File: config.mk
export PLATFORM = sky130hd
export DESIGN_NAME = vram_pixel_writer
export DESIGN_NICKNAME = d
export VERILOG_FILES = /design/src/rtl/vram_pixel_writer_pkg.sv /design/src/rtl/vram_wr_fifo.sv /design/src/rtl/vram_pixel_writer.sv
export SDC_FILE = /design/constraint.sdc
export NUM_CORES = 1
export LEC_CHECK = 0
export BUFFER_PORTS_ARGS = -buffer_cell sky130_fd_sc_hd__buf_2
export CAP_MARGIN = 10
export CORE_MARGIN = 3
export CORE_UTILIZATION = 25
export CTS_CLUSTER_SIZE = 40
export DETAILED_ROUTE_END_ITERATION = 12
export GPL_ROUTABILITY_DRIVEN = 0
export GPL_TIMING_DRIVEN = 0
export PLACE_DENSITY = 0.43
export SYNTH_ARGS = -nofsm -noshare
export SYNTH_HDL_FRONTEND = slang
export SYNTH_HIERARCHICAL = 1
export SYNTH_SLANG_ARGS = --single-unit
File: constraint.sdc
create_clock -name clk -period 8.3 [get_ports clk]
set_input_delay 0 -clock clk [delete_from_list [all_inputs] [get_ports clk]]
set_output_delay 0 -clock clk [all_outputs]
set_load 0.01 [all_outputs]
File: src/rtl/vram_pixel_writer_pkg.sv
// Shared widths, packer state encoding and the word-address helper for the
// pixel-pair VRAM writer.
package vram_pixel_writer_pkg;

   localparam int PIXEL_W     = 18;
   localparam int VRAM_DATA_W = 36;
   localparam int VRAM_ADDR_W = 19;
   localparam int HCOUNT_W    = 11;
   localparam int VCOUNT_W    = 10;

   typedef enum logic {
      PK_EMPTY = 1'b0,
      PK_HALF  = 1'b1
   } packer_state_t;

   // Two horizontally adjacent pixels share one word: {row, column / 2}.
   function automatic logic [VRAM_ADDR_W-1:0] pack_addr(
      input logic [VCOUNT_W-1:0] y,
      input logic [HCOUNT_W-1:0] x
   );
      return {y, x[HCOUNT_W-2:1]};
   endfunction

endpackage

File: src/rtl/vram_wr_fifo.sv
// Packed-word queue between the pixel packer and the VRAM write port.
// Read data is registered, so a pop shows up on the outputs one edge later.
module vram_wr_fifo #(
   parameter int DEPTH = 4,
   parameter int WIDTH = 55
) (
   input  logic             clk,
   input  logic             reset,
   input  logic             push,
   input  logic [WIDTH-1:0] push_data,
   input  logic             pop_req,
   output logic             rd_valid,
   output logic [WIDTH-1:0] rd_data,
   output logic             empty,
   output logic             overflow
);
   localparam int PTR_W = $clog2(DEPTH);
   localparam logic [PTR_W:0]   FULL_COUNT = (PTR_W+1)'(DEPTH);
   localparam logic [PTR_W:0]   CNT_ONE    = (PTR_W+1)'(1);
   localparam logic [PTR_W-1:0] PTR_ONE    = PTR_W'(1);

   logic [WIDTH-1:0] mem [DEPTH];
   logic [PTR_W-1:0] wr_ptr;
   logic [PTR_W-1:0] rd_ptr;
   logic [PTR_W:0]   count;
   logic [PTR_W:0]   count_next;
   logic             do_push;
   logic             do_pop;

   // A pop frees a slot in the same edge, so a push into a full queue survives.
   assign do_pop  = pop_req && (count != '0);
   assign do_push = push && ((count != FULL_COUNT) || do_pop);

   always_comb begin
      count_next = count;
      if (do_push && !do_pop) begin
         count_next = count + CNT_ONE;
      end else if (do_pop && !do_push) begin
         count_next = count - CNT_ONE;
      end
   end

   always_ff @(posedge clk) begin
      if (do_push) begin
         mem[wr_ptr] <= push_data;
      end
   end

   always_ff @(posedge clk or posedge reset) begin
      if (reset) begin
         rd_data <= '0;
      end else if (do_pop) begin
         rd_data <= mem[rd_ptr];
      end
   end

   always_ff @(posedge clk or posedge reset) begin
      if (reset) begin
         wr_ptr   <= '0;
         rd_ptr   <= '0;
         count    <= '0;
         empty    <= 1'b1;
         overflow <= 1'b0;
         rd_valid <= 1'b0;
      end else begin
         if (do_push) begin
            wr_ptr <= wr_ptr + PTR_ONE;
         end
         if (do_pop) begin
            rd_ptr <= rd_ptr + PTR_ONE;
         end
         count    <= count_next;
         empty    <= (count_next == '0);
         rd_valid <= do_pop;
         if (push && !do_push) begin
            overflow <= 1'b1;
         end
      end
   end

endmodule

File: src/rtl/vram_pixel_writer.sv
// Pairs even/odd pixels into 36-bit VRAM words and issues them through a
// small queue whenever the arbiter grants a write slot.
module vram_pixel_writer
   import vram_pixel_writer_pkg::*;
#(
   parameter int FIFO_DEPTH = 4,
   parameter int DROP_CNT_W = 8
) (
   input  logic                   clk,
   input  logic                   reset,
   input  logic                   pix_valid,
   input  logic [HCOUNT_W-1:0]    pix_x,
   input  logic [VCOUNT_W-1:0]    pix_y,
   input  logic [PIXEL_W-1:0]     pix_data,
   input  logic                   write_slot,
   output logic [VRAM_ADDR_W-1:0] vram_addr,
   output logic [VRAM_DATA_W-1:0] vram_write_data,
   output logic                   vram_we,
   output logic                   fifo_empty,
   output logic                   overflow,
   output logic [DROP_CNT_W-1:0]  drop_count
);
   localparam int ENTRY_W = VRAM_ADDR_W + VRAM_DATA_W;

   packer_state_t          state;
   logic [VRAM_ADDR_W-1:0] hold_addr;
   logic [PIXEL_W-1:0]     hold_data;

   logic                   pix_ok;
   logic                   is_odd;
   logic [VRAM_ADDR_W-1:0] pix_addr;
   logic                   pair_match;
   logic                   push;
   logic [ENTRY_W-1:0]     push_word;
   logic [1:0]             drop_inc;
   logic [DROP_CNT_W:0]    drop_sum;
   logic [DROP_CNT_W-1:0]  drop_next;
   logic                   rd_valid;
   logic [ENTRY_W-1:0]     rd_data;

   // Columns with bit 10 set lie outside the 1024-wide frame.
   assign pix_ok     = pix_valid && !pix_x[HCOUNT_W-1];
   assign is_odd     = pix_x[0];
   assign pix_addr   = pack_addr(pix_y, pix_x);
   assign pair_match = (hold_addr == pix_addr);
   assign push       = pix_ok && (state == PK_HALF) && is_odd && pair_match;
   assign push_word  = {hold_addr, hold_data, pix_data};

   always_comb begin
      drop_inc = 2'd0;
      if (pix_ok) begin
         if (state == PK_EMPTY) begin
            drop_inc = is_odd ? 2'd1 : 2'd0;
         end else if (!is_odd) begin
            drop_inc = 2'd1;
         end else if (!pair_match) begin
            drop_inc = 2'd2;
         end
      end
   end

   assign drop_sum  = {1'b0, drop_count} + {{(DROP_CNT_W-1){1'b0}}, drop_inc};
   assign drop_next = drop_sum[DROP_CNT_W] ? {DROP_CNT_W{1'b1}} : drop_sum[DROP_CNT_W-1:0];

   always_ff @(posedge clk or posedge reset) begin
      if (reset) begin
         state      <= PK_EMPTY;
         hold_addr  <= '0;
         hold_data  <= '0;
         drop_count <= '0;
      end else if (pix_ok) begin
         drop_count <= drop_next;
         case (state)
            PK_EMPTY: begin
               if (!is_odd) begin
                  state     <= PK_HALF;
                  hold_addr <= pix_addr;
                  hold_data <= pix_data;
               end
            end
            PK_HALF: begin
               // A fresh even pixel replaces the held one; any odd pixel closes the pair.
               if (!is_odd) begin
                  hold_addr <= pix_addr;
                  hold_data <= pix_data;
               end else begin
                  state <= PK_EMPTY;
               end
            end
            default: state <= PK_EMPTY;
         endcase
      end
   end

   vram_wr_fifo #(
      .DEPTH (FIFO_DEPTH),
      .WIDTH (ENTRY_W)
   ) u_fifo (
      .clk       (clk),
      .reset     (reset),
      .push      (push),
      .push_data (push_word),
      .pop_req   (write_slot),
      .rd_valid  (rd_valid),
      .rd_data   (rd_data),
      .empty     (fifo_empty),
      .overflow  (overflow)
   );

   assign vram_we         = rd_valid;
   assign vram_addr       = rd_data[ENTRY_W-1 -: VRAM_ADDR_W];
   assign vram_write_data = rd_data[VRAM_DATA_W-1:0];

endmodule

==> impl_metrics.toml, run 1 <==
[global_route]
grt_remaining_overflow = 0
antenna_found_initial = 3
grt_pass1_wl_um = 45400
grt_pass1_vias = 6994
grt_usage_pct = 11.5
grt_max_degree = 41

[final_layout]
drive_gt1_share_pct = 41.6
layout_common_cells = "edfxtp_1 (220), buf_2 (116), dfrtp_1 (110)"
fillers = 4924
multi_input_area_um2 = 3140
syn_to_final_growth_pct = 25.7
fin_nets = 874
postLayoutCoreUtil_pct = 31.8
stdcell_count = 1525
mostFrequentLayoutCell = "edfxtp_1"
regArea_um2 = 9390

[hold_path]
hold_path.class = "in -> async"

[critical_path]
cp.arrival_ps = 4160
worstRegToRegCells = 8
critPathLaunchType = "flop"
critical_path_class = "reg -> reg"
r2r_slack_ps = 4350
timing.rr.start = "hold_addr[6]$_DFFE_PP0P_"
rr_endpoint = "u_fifo/mem[0][9]$_DFFE_PP_"
critPathMaxFanout = 30
required_ps = 8510
critPathCaptureType = "flop"

[pwr]
swShare_pct = 27.2
p_switching_w = 0.00137
internal_power_w = 0.00367
ir_drop_uv = 116
power_density_nw_per_um2 = 315
p_leak_nw = 5.85
clkPwrFrac_pct = 34.0
pwr-share-comb_pct = 23.4
pwr-share-seq_pct = 42.5

[clock_tree]
cts.sinks = 331
clkSlewWorstSetupHoldPaths_ps = 60
cts-root-buf = "clkbuf_16"
cts_tree = "done"
cts-buffers-inserted = 39
post_cts_resized = 0
clk_latency_ps = 530
cts_max_level = 2
cts_buffer_depth = 3

[sta]
period_minus_slack_ps = 3950
setup_ws_ps = 4350
fin_tns_setup_ps = 0
setup_viol = 0
slew_headroom_pct = 37.3
drv_slew = 0
max_freq_mhz = 253
rsz0062_at_grt = "no"
worst_pin_slew_ps = 941
fin_skew_ps = 7.76
final_hold_viol_count = 0
period_share_pct = 47.6

[die]
core_region_area_um2 = 50300
rows = 82
start_util_pct = 25.3
die_w_um = 232
die_height_um = 232
die_area_um2 = 53700
ios = 109

[detailed_routing]
first_iter_violations = 405
routed_via_density = 4.14
first_pass_iters = 4
drc = 0
vias = 6308
avgRoutedWirePerCell_um = 19.6
drt_wl_total_um = 29900
ant_nets = 0

[placement]
preCtsSetupSlack_ps = 4110
portBuffers = 107
dp_hpwl_um = 18800
dp_cells = 1409

[synth]
synth_edf_count = 220
ys_seq_area_share_pct = 73.7
syn-instance-count = 624
yosys-top-cells-area = "edfxtp_1 (52%), dfrtp_1 (22%), mux4_2 (9.7%)"
synthArstFlopShare_pct = 33.5
synth_top_area_cell = "edfxtp_1"
synth_ff_type = "edfxtp_1"
synth_area_um2 = 12700
synth_warnings = 6
ys_types = 42
synth_top_area_share_pct = 51.9
synth_fp_nets = 677
ys_ff_latch = 331
syn_area_per_cell_um2 = 20.4

[run_status]
outcome = "finished, final reports clean"

[flow_run]
max_cap_viol_count = 0
-- what timing repair did --
item | in CTS | in global routing
buffers inserted | 0 | 0
hold buffers | 43 | 0
endpoints found under the hold margin | 230 | 0
-- through the flow --
step / total power, W / hold slack (ps) / cell area [um2]
2_1_floorplan: 0.00293 / 98.9 / 12700
3_3_place_gp: 0.00338 / 240 / 14100
3_5_place_dp: 0.00340 / 79.5 / 14300
4_1_cts: 0.00516 / 43.9 / 16000
5_1_grt: 0.00533 / 86.0 / 16000
6_report: 0.00504 / 44.7 / 16000
-- state kept, by name, summed over array words and instances (netlist names) --
signal           count
u_fifo/empty         1
u_fifo/rd_valid      1
u_fifo/rd_ptr        2
state                1
u_fifo/rd_data      55
u_fifo/overflow      1
u_fifo/mem         220
hold_addr           19
hold_data           18
u_fifo/wr_ptr        2
drop_count           8
u_fifo/count         3
-- area by class of cell --
cell class	instances	share of cell area [%]
Multi-Input combinational cell	258	19.6
Sequential cell	331	58.6
Antenna cell	2	0.0313
Inverter	10	0.250
Tap cell	672	5.25
Timing Repair Buffer	156	6.97
Clock buffer	54	6.97
Clock inverter	17	1.15
Buffer	25	1.09
-- how the worst max path moves through the flow --
| stage | from | endpoint | slack [ps] | cells past startpoint |
|---|---|---|---|---|
| 3_5_place_dp | hold_addr[6]$_DFFE_PP0P_ | u_fifo/mem[0][9]$_DFFE_PP_ | 4110 | 8 |
| 3_3_place_gp | hold_addr[6]$_DFFE_PP0P_ | u_fifo/mem[0][11]$_DFFE_PP_ | 2140 | 7 |
| 2_1_floorplan | hold_addr[2]$_DFFE_PP0P_ | u_fifo/mem[0][0]$_DFFE_PP_ | 4690 | 7 |
| 5_1_grt | hold_addr[9]$_DFFE_PP0P_ | u_fifo/mem[0][9]$_DFFE_PP_ | 3900 | 8 |
| 6_report | hold_addr[6]$_DFFE_PP0P_ | u_fifo/mem[0][9]$_DFFE_PP_ | 4350 | 8 |
| 4_1_cts | hold_addr[6]$_DFFE_PP0P_ | u_fifo/mem[0][9]$_DFFE_PP_ | 4070 | 8 |
-- cells in the mapped netlist, drive strengths merged, types with 2 or more instances --
library cell / instances
o21ai: 2
xnor2: 10
nor2: 5
nor3: 2
mux2: 94
nor4: 5
nand2: 12
inv: 10
nand4: 2
nor2b: 6
nand3: 7
buf: 20
xor2: 19
edfxtp: 220
and3: 2
dfrtp: 110
nand2b: 3
ha: 9
o21bai: 2
clkbuf: 5
nand3b: 2
a21o: 5
mux4: 55
o211ai: 3
and2: 4
-- power by group through the flow --
stage,clock network [W],logic (W),registers (W)
6_report,0.00171,0.00118,0.00214
5_1_grt,0.00185,0.00130,0.00218
4_1_cts,0.00178,0.00123,0.00215
3_5_place_dp,0,0.00121,0.00218
3_3_place_gp,0,0.00120,0.00218
2_1_floorplan,0,0.000719,0.00221
-- cells by family after synthesis --
group / count (synthesis) / synth area share [%]
DFF: 331 / 73.7
and+or+nand+nor: 52 / 2.36
xor gates and xnor gates: 29 / 2.00
buffers and inverters: 35 / 1.66
AOI/OAI and AO/OA: 18 / 1.14
muxes: 149 / 18.1
adders and majority gates: 10 / 1.04
-- critical path: stages (launching register included) --
cell     delay [ps]
dfrtp_1         430
xor2_1          170
nor4_1          570
nand4_1         320
nor3_1          560
buf_4           270
nor2b_1         420
and2_4          550
buf_12          290
-- per-layer routing --
metal | vias to the layer above | wire, um | GRT usage [%]
li1 | 2844 | - | -
met1 | 3298 | 13000 | 14.7
met2 | 120 | 14800 | 19.1
met3 | 44 | 1420 | 2.70
met4 | 2 | 701 | 3.80
met5 | - | 7 | 0
Power figures use the tool's default switching activity.
==> run 2: changes to the inputs <==
- clock period: 8.3 -> 4 ns (I/O delays scaled with it)
==> run 2 against run 1 <==
Net effect: critical path depth unchanged; count of clock-buffer cells in the layout unchanged; global-route usage about the same; utilization increased by 0.052 points; cell area increased by 0.16%; largest power group unchanged; final cell count about the same; routed wire length increased by 1.1%; hold slack improved by 0.81 ps; total power increased by 110%; first-iteration DRC count decreased by 4.7%.
==> impl_metrics.toml, run 2 (synthesis results as in run 1) <==
[detailed_routing]
drc = 0
first_iter_violations = 386
routed_via_density = 4.16
ant_nets = 0
first_pass_iters = 5
avgRoutedWirePerCell_um = 19.8
vias = 6344
drt_wl_total_um = 30200

[global_route]
grt_usage_pct = 11.5
antenna_found_initial = 3
grt_pass1_vias = 6995
grt_max_degree = 41
grt_pass1_wl_um = 45500
grt_remaining_overflow = 0

[critical_path]
critPathLaunchType = "flop"
worstRegToRegCells = 8
endpoint = "u_fifo/mem[3][9]$_DFFE_PP_"
critical_path_class = "reg -> reg"
cpPeakStageDelay_ps = 490
crit_buf_inv = 2
cp.arrival_ps = 3760
critPathCaptureType = "flop"
critPathMaxFanout = 34
crit_cells = 8
startpoint = "hold_addr[16]$_DFFE_PP0P_"
path_cells = "xor2_1 > nor4_1 > nand4_1 > nor3_2 > buf_4 > nor2b_4 > and2_4 > buf_16"
critPathTopFamily = "simple AND/OR/NAND/NOR gates"
required_ps = 4210
timing.rr.start = "hold_addr[16]$_DFFE_PP0P_"
rr_endpoint = "u_fifo/mem[3][9]$_DFFE_PP_"
r2r_slack_ps = 450
slowest_stage = "dfrtp_1"

[die]
ios = 109
rows = 82
die_w_um = 232
start_util_pct = 25.3
die_area_um2 = 53700
die_height_um = 232
core_region_area_um2 = 50300

[final_layout]
fin_nets = 875
syn_to_final_growth_pct = 25.9
regMostFlops = "u_fifo/mem"
fillers = 4924
largest_reg_flops = 220
regArea_um2 = 9390
mostFrequentLayoutCell = "edfxtp_1"
reg.largest.list = "u_fifo/mem (220), u_fifo/rd_data (55), hold_addr (19)"
stdcell_count = 1526
multi_input_area_um2 = 3170
layout_common_cells = "edfxtp_1 (220), buf_2 (116), dfrtp_1 (110)"
drive_gt1_share_pct = 42.0

[sta]
period_minus_slack_ps = 3550
period_share_pct = 88.8
setup_viol = 0
holdWs_ps = 45.5
rsz0062_at_grt = "no"
slew_headroom_pct = 37.4
final_hold_viol_count = 0
fin_skew_ps = 9.16
setup_ws_ps = 447
drv_slew = 0
worst_pin_slew_ps = 938
max_freq_mhz = 281

[placement]
dp_hpwl_um = 18800
preCtsSetupSlack_ps = -192
portBuffers = 107
dp_cells = 1409

[clock_tree]
cts.sinks = 331
cts-root-buf = "clkbuf_16"
cts-buffers-inserted = 39
cts_max_level = 2
cts_tree = "done"
clkSlewWorstSetupHoldPaths_ps = 60
clk_latency_ps = 530
cts_buffer_depth = 3

[flow_run]
max_cap_viol_count = 0

[pwr]
power_density_nw_per_um2 = 653
p_leak_nw = 5.85
total_power_w = 0.0105
ir_drop_uv = 240

[hold_path]
hold_path.class = "in -> async"

[run_status]
outcome = "finished, final reports clean"
run 2: metrics by stage:
step                      setup TNS (ps)  util (%)  area, um2
final                                  0      31.9      16000
after global routing                   0      31.9      16000
after CTS                              0      31.8      16000
after detailed placement          -19320      28.4      14300
after global placement           -465010      28.1      14100
after floorplan                        0         -      12700
run 2: power breakdown:
group | total [W] | switching [W] | internal [W] | leakage (nW)
combinational | 0.00245 | 0.00118 | 0.00127 | 1.92
clock | 0.00356 | 0.00136 | 0.00220 | 0.633
sequential | 0.00445 | 0.000303 | 0.00414 | 3.30
total | 0.0105 | 0.00285 | 0.00762 | 5.85
run 2: layout make-up:
cell class	count	share of cell area, %
sequential	331	58.6
multi-input combinational	259	19.8
timing repair buffer	156	6.96
clock buffer	54	6.95
tap	672	5.25
clock inverter	17	1.15
buffer	25	1.09
inverter	10	0.250
antenna	2	0.0312
run 2: metal layers:
layer  wire length (um)  GRT usage (%)  vias to the layer above
met1              13100           14.8                     3321
met3               1430           2.70                       45
met2              15000           19.1                      127
li1                   -              -                     2849
met5                  7              0                        -
met4                697           3.80                        2
run 2: how the worst min path moves through the flow:
| stage | start | end | slack [ps] |
|---|---|---|---|
| after floorplan | pix_data[0] | u_fifo/mem[0][0]$_DFFE_PP_ | 100 |
| after global placement | pix_data[12] | u_fifo/mem[2][12]$_DFFE_PP_ | 240 |
| after detailed placement | reset | u_fifo/rd_data[2]$_DFFE_PP0N_ | 80 |
| after CTS | reset | u_fifo/rd_data[2]$_DFFE_PP0N_ | 40 |
| after global routing | reset | u_fifo/rd_data[2]$_DFFE_PP0N_ | 90 |
| final | reset | u_fifo/rd_data[2]$_DFFE_PP0N_ | 50 |
run 2: tightest hold or removal path, cell delays in order:
cell,delay (ps)
dlygate4sd3_1,530
buf_2,140
inv_4,330
run 2: repair_timing:
item                                    4_1_cts  5_1_grt
endpoints found under the setup margin      129       40
hold endpoints to repair                    230        0
buffers inserted                              0        0
pin swaps                                     0        1
hold buffers                                 43        0
gates cloned                                  0        1
gates resized for setup                       2        2
